===== src/rtl/alu_mc_if.sv =====
// Handshaked operation/result bus for alu_mc: operands and opcode in, result and flags out.
interface alu_mc_if #(
    parameter int unsigned WIDTH = 32
);
    logic             in_valid;
    logic             in_ready;
    logic [3:0]       ALUOP;
    logic [WIDTH-1:0] BusA;
    logic [WIDTH-1:0] BusB;
    logic             out_valid;
    logic             out_ready;
    logic [WIDTH-1:0] RES;
    logic             Zero;
    logic             Neg;
    logic             Carry;
    logic             Ovf;

    modport master (
        output in_valid, ALUOP, BusA, BusB, out_ready,
        input  in_ready, out_valid, RES, Zero, Neg, Carry, Ovf
    );

    modport slave (
        input  in_valid, ALUOP, BusA, BusB, out_ready,
        output in_ready, out_valid, RES, Zero, Neg, Carry, Ovf
    );
endinterface


===== src/rtl/alu_mc.sv =====
// Execute-stage ALU with registered result/flags and valid/ready handshake on both sides.
// Define ALU_MUL_EN to build the iterative shift-add multiply for opcode 1010.
module alu_mc #(
    parameter  int unsigned WIDTH = 32,
    localparam int unsigned SHW   = $clog2(WIDTH)
) (
    input  logic    clk,
    input  logic    reset,
    alu_mc_if.slave bus
);
    typedef enum logic [1:0] {IDLE, BUSY, HOLD} state_e;

    state_e           state_q, state_d;
    logic [WIDTH-1:0] res_q, res_d;
    logic             carry_q, carry_d;
    logic             ovf_q, ovf_d;
    logic             zero_q, zero_d;
    logic             neg_q, neg_d;

    logic             in_ready;
    logic             accept;
    logic             is_mul;
    logic [WIDTH:0]   add_w;
    logic [WIDTH-1:0] sub_w;
    logic [SHW-1:0]   shamt;
    logic [WIDTH-1:0] alu_res;
    logic             alu_carry;
    logic             alu_ovf;

`ifdef ALU_MUL_EN
    localparam logic [3:0] OP_MUL = 4'b1010;

    logic [WIDTH-1:0] mul_a_q, mul_a_d;
    logic [WIDTH-1:0] mul_b_q, mul_b_d;
    logic [WIDTH-1:0] mul_acc_q, mul_acc_d;
    logic [WIDTH-1:0] mul_sum;
    logic [SHW-1:0]   mul_cnt_q, mul_cnt_d;

    assign is_mul = (bus.ALUOP == OP_MUL);
`else
    assign is_mul = 1'b0;
`endif

    assign in_ready      = (state_q == IDLE) || ((state_q == HOLD) && bus.out_ready);
    assign accept        = bus.in_valid && in_ready;
    assign bus.in_ready  = in_ready;
    assign bus.out_valid = (state_q == HOLD);
    assign bus.RES       = res_q;
    assign bus.Zero      = zero_q;
    assign bus.Neg       = neg_q;
    assign bus.Carry     = carry_q;
    assign bus.Ovf       = ovf_q;

    // Single-cycle operations, evaluated on the live operands at accept time.
    always_comb begin
        add_w     = {1'b0, bus.BusA} + {1'b0, bus.BusB};
        sub_w     = bus.BusA - bus.BusB;
        shamt     = bus.BusB[SHW-1:0];
        alu_res   = '0;
        alu_carry = 1'b0;
        alu_ovf   = 1'b0;
        case (bus.ALUOP)
            4'b0000: begin
                alu_res   = add_w[WIDTH-1:0];
                alu_carry = add_w[WIDTH];
                alu_ovf   = (bus.BusA[WIDTH-1] == bus.BusB[WIDTH-1]) &&
                            (add_w[WIDTH-1] != bus.BusA[WIDTH-1]);
            end
            4'b0001: begin
                alu_res   = sub_w;
                alu_carry = (bus.BusA >= bus.BusB);
                alu_ovf   = (bus.BusA[WIDTH-1] != bus.BusB[WIDTH-1]) &&
                            (sub_w[WIDTH-1] != bus.BusA[WIDTH-1]);
            end
            4'b0010: alu_res = bus.BusA | bus.BusB;
            4'b0011: alu_res = ~(bus.BusA | bus.BusB);
            4'b0100: alu_res = bus.BusA & bus.BusB;
            4'b0101: alu_res = WIDTH'($signed(bus.BusA) < $signed(bus.BusB));
            4'b0110: alu_res = bus.BusA << shamt;
            4'b0111: alu_res = bus.BusA >> shamt;
            4'b1000: alu_res = $signed(bus.BusA) >>> shamt;
            4'b1001: alu_res = bus.BusA ^ bus.BusB;
            default: alu_res = '0;
        endcase
    end

    // Next-state and result update.
    always_comb begin
        state_d = state_q;
        res_d   = res_q;
        carry_d = carry_q;
        ovf_d   = ovf_q;
`ifdef ALU_MUL_EN
        mul_a_d   = mul_a_q;
        mul_b_d   = mul_b_q;
        mul_acc_d = mul_acc_q;
        mul_cnt_d = mul_cnt_q;
        mul_sum   = mul_acc_q + (mul_b_q[0] ? mul_a_q : '0);

        if (state_q == BUSY) begin
            mul_a_d   = mul_a_q << 1;
            mul_b_d   = mul_b_q >> 1;
            mul_acc_d = mul_sum;
            mul_cnt_d = mul_cnt_q + SHW'(1);
            if (mul_cnt_q == SHW'(WIDTH - 1)) begin
                state_d = HOLD;
                res_d   = mul_sum;
                carry_d = 1'b0;
                ovf_d   = 1'b0;
            end
        end
`endif
        if ((state_q == HOLD) && bus.out_ready) begin
            state_d = IDLE;
        end

        if (accept && is_mul) begin
            state_d = BUSY;
`ifdef ALU_MUL_EN
            mul_a_d   = bus.BusA;
            mul_b_d   = bus.BusB;
            mul_acc_d = '0;
            mul_cnt_d = '0;
`endif
        end else if (accept) begin
            state_d = HOLD;
            res_d   = alu_res;
            carry_d = alu_carry;
            ovf_d   = alu_ovf;
        end

        zero_d = (res_d == '0);
        neg_d  = res_d[WIDTH-1];
    end

    always_ff @(posedge clk) begin
        if (reset) begin
            state_q <= IDLE;
            res_q   <= '0;
            carry_q <= 1'b0;
            ovf_q   <= 1'b0;
            zero_q  <= 1'b1;
            neg_q   <= 1'b0;
        end else begin
            state_q <= state_d;
            res_q   <= res_d;
            carry_q <= carry_d;
            ovf_q   <= ovf_d;
            zero_q  <= zero_d;
            neg_q   <= neg_d;
        end
    end

`ifdef ALU_MUL_EN
    always_ff @(posedge clk) begin
        if (reset) begin
            mul_a_q   <= '0;
            mul_b_q   <= '0;
            mul_acc_q <= '0;
            mul_cnt_q <= '0;
        end else begin
            mul_a_q   <= mul_a_d;
            mul_b_q   <= mul_b_d;
            mul_acc_q <= mul_acc_d;
            mul_cnt_q <= mul_cnt_d;
        end
    end
`endif
endmodule


===== src/flat_wrapper.sv =====
// flat-port wrapper written by rule: the top's interface ports become plain ports
module alu_mc_flat 
#(
    parameter  int unsigned WIDTH = 32,
    localparam int unsigned SHW   = $clog2(WIDTH)
)
  (clk, reset, bus_in_valid, bus_ALUOP, bus_BusA, bus_BusB, bus_out_ready, bus_in_ready, bus_out_valid, bus_RES, bus_Zero, bus_Neg, bus_Carry, bus_Ovf);
  alu_mc_if #(.WIDTH(WIDTH)) bus_i ();
  input  logic clk;
  input  logic reset;
  input wire logic [$bits(bus_i.in_valid)-1:0] bus_in_valid;
  input wire logic [$bits(bus_i.ALUOP)-1:0] bus_ALUOP;
  input wire logic [$bits(bus_i.BusA)-1:0] bus_BusA;
  input wire logic [$bits(bus_i.BusB)-1:0] bus_BusB;
  input wire logic [$bits(bus_i.out_ready)-1:0] bus_out_ready;
  output wire logic [$bits(bus_i.in_ready)-1:0] bus_in_ready;
  output wire logic [$bits(bus_i.out_valid)-1:0] bus_out_valid;
  output wire logic [$bits(bus_i.RES)-1:0] bus_RES;
  output wire logic [$bits(bus_i.Zero)-1:0] bus_Zero;
  output wire logic [$bits(bus_i.Neg)-1:0] bus_Neg;
  output wire logic [$bits(bus_i.Carry)-1:0] bus_Carry;
  output wire logic [$bits(bus_i.Ovf)-1:0] bus_Ovf;
  assign bus_i.in_valid = bus_in_valid;
  assign bus_i.ALUOP = bus_ALUOP;
  assign bus_i.BusA = bus_BusA;
  assign bus_i.BusB = bus_BusB;
  assign bus_i.out_ready = bus_out_ready;
  assign bus_in_ready = bus_i.in_ready;
  assign bus_out_valid = bus_i.out_valid;
  assign bus_RES = bus_i.RES;
  assign bus_Zero = bus_i.Zero;
  assign bus_Neg = bus_i.Neg;
  assign bus_Carry = bus_i.Carry;
  assign bus_Ovf = bus_i.Ovf;
  alu_mc #(.WIDTH(WIDTH)) u_core (.clk(clk), .reset(reset), .bus(bus_i));
endmodule

===== config.mk =====
export PLATFORM = sky130hd
export DESIGN_NAME = alu_mc_flat
export DESIGN_NICKNAME = d
export VERILOG_FILES = /design/src/rtl/alu_mc_if.sv /design/src/rtl/alu_mc.sv /design/src/flat_wrapper.sv
export SDC_FILE = /design/constraint.sdc
export NUM_CORES = 1
export LEC_CHECK = 0
export CAP_MARGIN = 40
export CELL_PAD_IN_SITES_DETAIL_PLACEMENT = 0
export CELL_PAD_IN_SITES_GLOBAL_PLACEMENT = 1
export CORE_ASPECT_RATIO = 0.75
export CORE_UTILIZATION = 35
export CTS_CLUSTER_DIAMETER = 100
export DETAILED_ROUTE_END_ITERATION = 7
export DONT_BUFFER_PORTS = 1
export PLACE_DENSITY_LB_ADDON = 0.1
export SLEW_MARGIN = 30
export SYNTH_ARGS = -nofsm -noshare
export SYNTH_HDL_FRONTEND = slang
export SYNTH_SLANG_ARGS = --single-unit

===== constraint.sdc =====
create_clock -name clk -period 8.3 [get_ports clk]
set_input_delay 0.415 -clock clk [delete_from_list [all_inputs] [get_ports clk]]
set_output_delay 0.415 -clock clk [all_outputs]
set_load 0.02 [all_outputs]

# Word level (Yosys, flattened, before mapping)
# Cells that the tools add are included.
# classes
add_sub_neg	2
magnitude_cmp	2
n_eq_ne	13
shifts	3
mux	6
n_bitwise	4
n_reduce_logical	9
# ops
operator	count
$pmux W32 S10	1
$add A32 B32 Y33	1
$and A32 B32 Y32	1
$ge A32 B32 Y1	1
$logic_not A32 Y1	1
$lt A32 B32 Y1	1
$mux W32	1
$not A32 Y32	1
$or A32 B32 Y32	1
$shl A32 B5 Y32	1
$shr A32 B5 Y32	1
$sshr A32 B5 Y32	1
$sub A32 B32 Y32	1
$xor A32 B32 Y32	1
$eq A4 B3 Y1 const B	4
$eq A4 B2 Y1 const B	2
$eq A4 B4 Y1 const B	2
$eq A4 B1 Y1 const B	1
$logic_and A1 B1 Y1	4
$logic_not A4 Y1	1
$mux W2	2
$pmux W1 S2	2
$ne A1 B1 Y1	3
$logic_not A2 Y1	1
other kinds (3)	3
# totals
register_bits	37
input_bits	72
out_inout_bits	38
elab_cells	45

# Depth between registers and ports, before layout
# depth
word_depth	5
ltp_mapped	18
depth_no_buf	16

# Worst setup path before layout
# No wires, ideal clock.
# synth_path
path_kind	in2reg
from	input port bus_BusB[1]
to	register u_core.zero_q (netlist: u_core.bus.Zero)
setup_time_ns	0.060
arrival_time_ns	4.303
t_required_ns	8.240
slack_ns	3.937
path_stages	18
path_buffers	4
path_cell_list	buf_4 > clkinv_1 > buf_2 > buf_2 > clkbuf_1 > fa_1 > nor2b_1 > o2111ai_1 > a21oi_1 > nor3_1 > a2111o_1 > a31o_2 > or4b_1 > nor4_2 > nand4b_1 > nor4_1 > and4b_1 > a41o_1
# synth_between
elab_chain_cells	5
word_cells_on_any_way	13
cone_classes	2 x add/sub; 1 x order compare; 3 x shift; 2 x mux; 4 x bitwise; 1 x reduce/logical
# synth_lines
item	line	rtl
start, declared	flat_wrapper.sv:14	input wire logic [$bits(bus_i.BusB)-1:0] bus_BusB;
branches (longest 2 deep; another with $sub A32 B32 Y32)	-	
$pmux W32 S10 *	alu_mc.sv:62	case (bus.ALUOP)
$mux W32 *	alu_mc.sv:125	end else if (accept) begin
$logic_not A32 Y1 *	alu_mc.sv:132	zero_d = (res_d == '0);
end signal, assigned	alu_mc.sv:149	zero_q <= zero_d;
end, declared	alu_mc.sv:17	logic zero_q, zero_d;
# Mark *: on every way between the ends.
# A chain may end at the register's enable or synchronous reset.

# Worst setup path after layout
# layout_path
from	input port bus_BusB[2]
to	register u_core.zero_q (netlist: u_core.bus.Zero)
# Same word-level chain as after synthesis.

==> results.txt <==
The via count normalized by instance count is 6.947. The commonest cells after synthesis are 136 x nor2_1, 129 x a21oi_1, 114 x nand2_1, 97 x ha_1, 97 x inv_1. The count of buffers added by post-CTS timing repair for setup was 0.

Of all nets on the critical path, the largest fanout is 88. After clock tree synthesis, the flow added hold-fix buffers numbering 0. The clock insertion delay at the later pin of the skew report is 0.30 ns, and the number of enable-type register cells in the synthesized netlist is 0.

Most repeated cell in the gate-level netlist after synthesis: nor2_1. The static power due to leakage is 4.464 nW, and the highest clock rate is 205.1 MHz. The critical path is of the in -> reg type.

Flop and latch count out of synthesis: 36. The setup total negative slack was 0 ns; the total number of placement rows was 56. For the total vias in the final route, the log shows 13180. The post-synthesis cell area came out at 11360 um2.

The number of different library cells used by synthesis comes to 89. In this run the remaining antenna-violating nets after routing total 0. In this run the tool buffered the top-level ports with 0 buffer cells. Across all register-to-register paths, the minimum setup slack is 4.19 ns. The met1 global-route usage was 0.5657. In the final routed layout, each cell accounts on average for 34.20 um.

Worst IR drop on VDD: 0.07449 mV. By area the synthesized netlist is led by ha_1 11%, mux4_2 8.5%, dfxtp_1 6.3%. Area share of the largest cell type after synthesis: 0.1068.

Synthesis produced a netlist with a net count of 1722. In the synthesized netlist the dominant register cell turns out to be dfxtp_1. STA classifies the critical path endpoint as a register. The count of instances resized after the clock tree is built was 0.

The final net count is 1631. The initial standard-cell utilization of the core is 0.3595. Combined buffer and inverter count along the critical path: 1. Clock tree synthesis found a total of 36 sinks. From synthesis to final layout, the design area changed by 2.963%. During I/O placement, the number of pins put on the boundary was 110.

The finished layout cell area was 11700 um2; the number of global-route vias before repair was 12080. The cell area power density was 98.83 nW/um2. The master of the slowest instance on the critical path is a21boi_0.

The flow ran to the end, and the final reports show no timing, DRC or antenna violations. The floorplan step defined a core boundary enclosing 31600 um2. The fraction of final layout cells with drive strength greater than 1 is 0.09514, and the clock slew at the register clock pins of the worst setup and hold paths is 0.06 ns. Data on the critical path arrives at its endpoint at 5.07 ns. All-layer global routing usage: 0.3821.

The delay of the slowest cell on the worst path was 0.60 ns. The max-slew headroom at the worst pin came out at 0.4305. The layer with the highest usage is met1. TritonCTS built the clock tree. STA classifies the critical path startpoint as a primary input. For the end-of-flow core utilization, the log shows 0.3701. The run gives 0.06344 as the post-synthesis sequential area ratio. The first global-routing pass estimated 91.01 mm of wire. The first-pass detailed-route iteration total was 7.

The gate family responsible for the most delay along the worst path is compound AO/OA/AOI/OAI gates. The maximum number of pins on one net before global-route repair came out at 90. The tools report the global-route track usage on met2 as 0.5262. The synthesized area per cell is 7.324 um2, and the floorplan die width is 210.0 um. The slew at the pin closest to its max-slew limit is 0.8491 ns. The post-route fraction of the period consumed by the critical path works out to 0.5873.

The leading area contributor after synthesis was ha_1. Summed over all nets, the half-perimeter wirelength after detailed placement is 50.57 mm. Data on the critical path is required at its endpoint by 8.49 ns.

CTS placed an instance of clkbuf_16 at the clock tree root. The final-report max-slew violation count is 0, and the setup-violating endpoint count in the final report is 0. The run gives 0 as the number of warnings issued by yosys. After detailed routing, the number of remaining DRC violations is 0. Wires add up to 64.88 mm. The total grt overflow is 0.

Synthesis produced 1551 cells. Clock skew on the completed layout was measured at 0.005448 ns. For the global-route track usage on met3, the log shows 0.1272. The smallest clock period supported by the final layout is computed as 4.875 ns. The H-tree generated during clock tree synthesis spans 2 levels.

The die is 158.0 um tall. The signal on the critical path passes through inv_1, ha_1, a21o_1, nand4_1, a211oi_1, nor2_1, a21boi_0, nand3_1, a21oi_1, a32oi_1, o221a_2, and4_1, and4b_1, a41o_1. Setup repair after global routing left no endpoint under its margin. Proportion of synthesized flip-flops having asynchronous set or reset: 0. The final hold violation count is 0, and the placed standard-cell area is 11510 um2. The tools report the number of DRC violations after detailed-routing iteration 0 as 1808. The number of antenna violations at the first check in global routing was 0. The class of the tightest hold or removal check was in -> reg. Max-cap violations in this run came to 0.

The routability congestion estimate is 1.015. The die covers 33190 um2. The longest clock path from root to sink contains 2 buffers. Counting the buffers created by CTS gives 5.
## sequential cells by signal (all words and copies together) (netlist names)
register          cells
u_core.bus.Neg        1
u_core.bus.Carry      1
u_core.state_q        1
u_core.bus.Ovf        1
u_core.bus.Zero       1
u_core.bus.RES       31
## where the power goes
group          switching, mW  internal [mW]  total [mW]
Clock                 0.0891          0.141       0.231
Sequential            0.0229          0.182       0.205
Combinational          0.462          0.258       0.721
Total                  0.574          0.582        1.16
## path summary, 6_finish.rpt
path,startpoint,endpoint,depth (start not counted)
worst min-delay path,reset,u_core.bus.RES[22],1
worst min register to register,u_core.bus.Ovf,u_core.bus.Ovf,2
worst max register to register,u_core.state_q[1],u_core.bus.Zero,12
worst max-delay path,bus_BusB[2],u_core.bus.Zero,14
## cell type report
type | instances | area, um2
antenna | 1 | 2.502
inverter | 101 | 379.1
clock inverter | 3 | 42.54
sequential | 36 | 720.7
clock buffer | 5 | 125.1
fill | 3443 | 19900
multi-input combinational | 1287 | 9666
tap | 435 | 544.3
timing repair buffer | 29 | 216.5
## routing by layer
layer | wire, um | up-vias
li1 | - | 5716
met1 | 30090 | 6558
met2 | 25180 | 829
met3 | 8388 | 75
met4 | 1218 | 0
met5 | 0 | -
## kinds of logic after synthesis
group	Yosys count	synth area share
buf+inv	228	0.08845
compound gates	538	0.3228
xor+xnor	56	0.04318
mux	133	0.1750
fa+ha+maj	99	0.1104
simple gates	461	0.1967
flops	36	0.06344
## placed cells by master (no fill, tap or decap), types with 8 or more instances in the layout
master / n
nand4_1: 16
o31ai_1: 22
nor4_1: 18
a21o_1: 18
o21ai_0: 89
dfxtp_1: 36
a31o_2: 9
xnor2_1: 44
mux2i_1: 55
mux2_2: 28
and3_1: 15
a21oi_1: 129
nand3_1: 31
nor3_1: 45
and2_1: 8
o22ai_1: 22
a32oi_1: 14
nand2_1: 113
xor2_1: 12
nand2b_1: 19
a31oi_1: 22
a211oi_1: 32
nor2b_1: 17
o221ai_1: 15
a22oi_1: 22
inv_1: 97
buf_4: 25
ha_1: 97
o211ai_1: 22
mux4_2: 43
a221oi_1: 19
nor2_1: 136
o21a_1: 11
## per-stage QoR
step	power, mW	worst slack (ns)	cells	hold WS, ns
6_report	1.156	3.425	1897	0.1819
4_1_cts	1.126	3.619	1893	0.1754
3_5_place_dp	0.8933	3.324	1885	0.4909
5_1_grt	1.199	3.242	1896	0.1759
2_1_floorplan	0.7126	3.937	1551	0.5327
3_3_place_gp	0.9012	3.396	1882	0.4879
(Power assumes the default switching activity.)
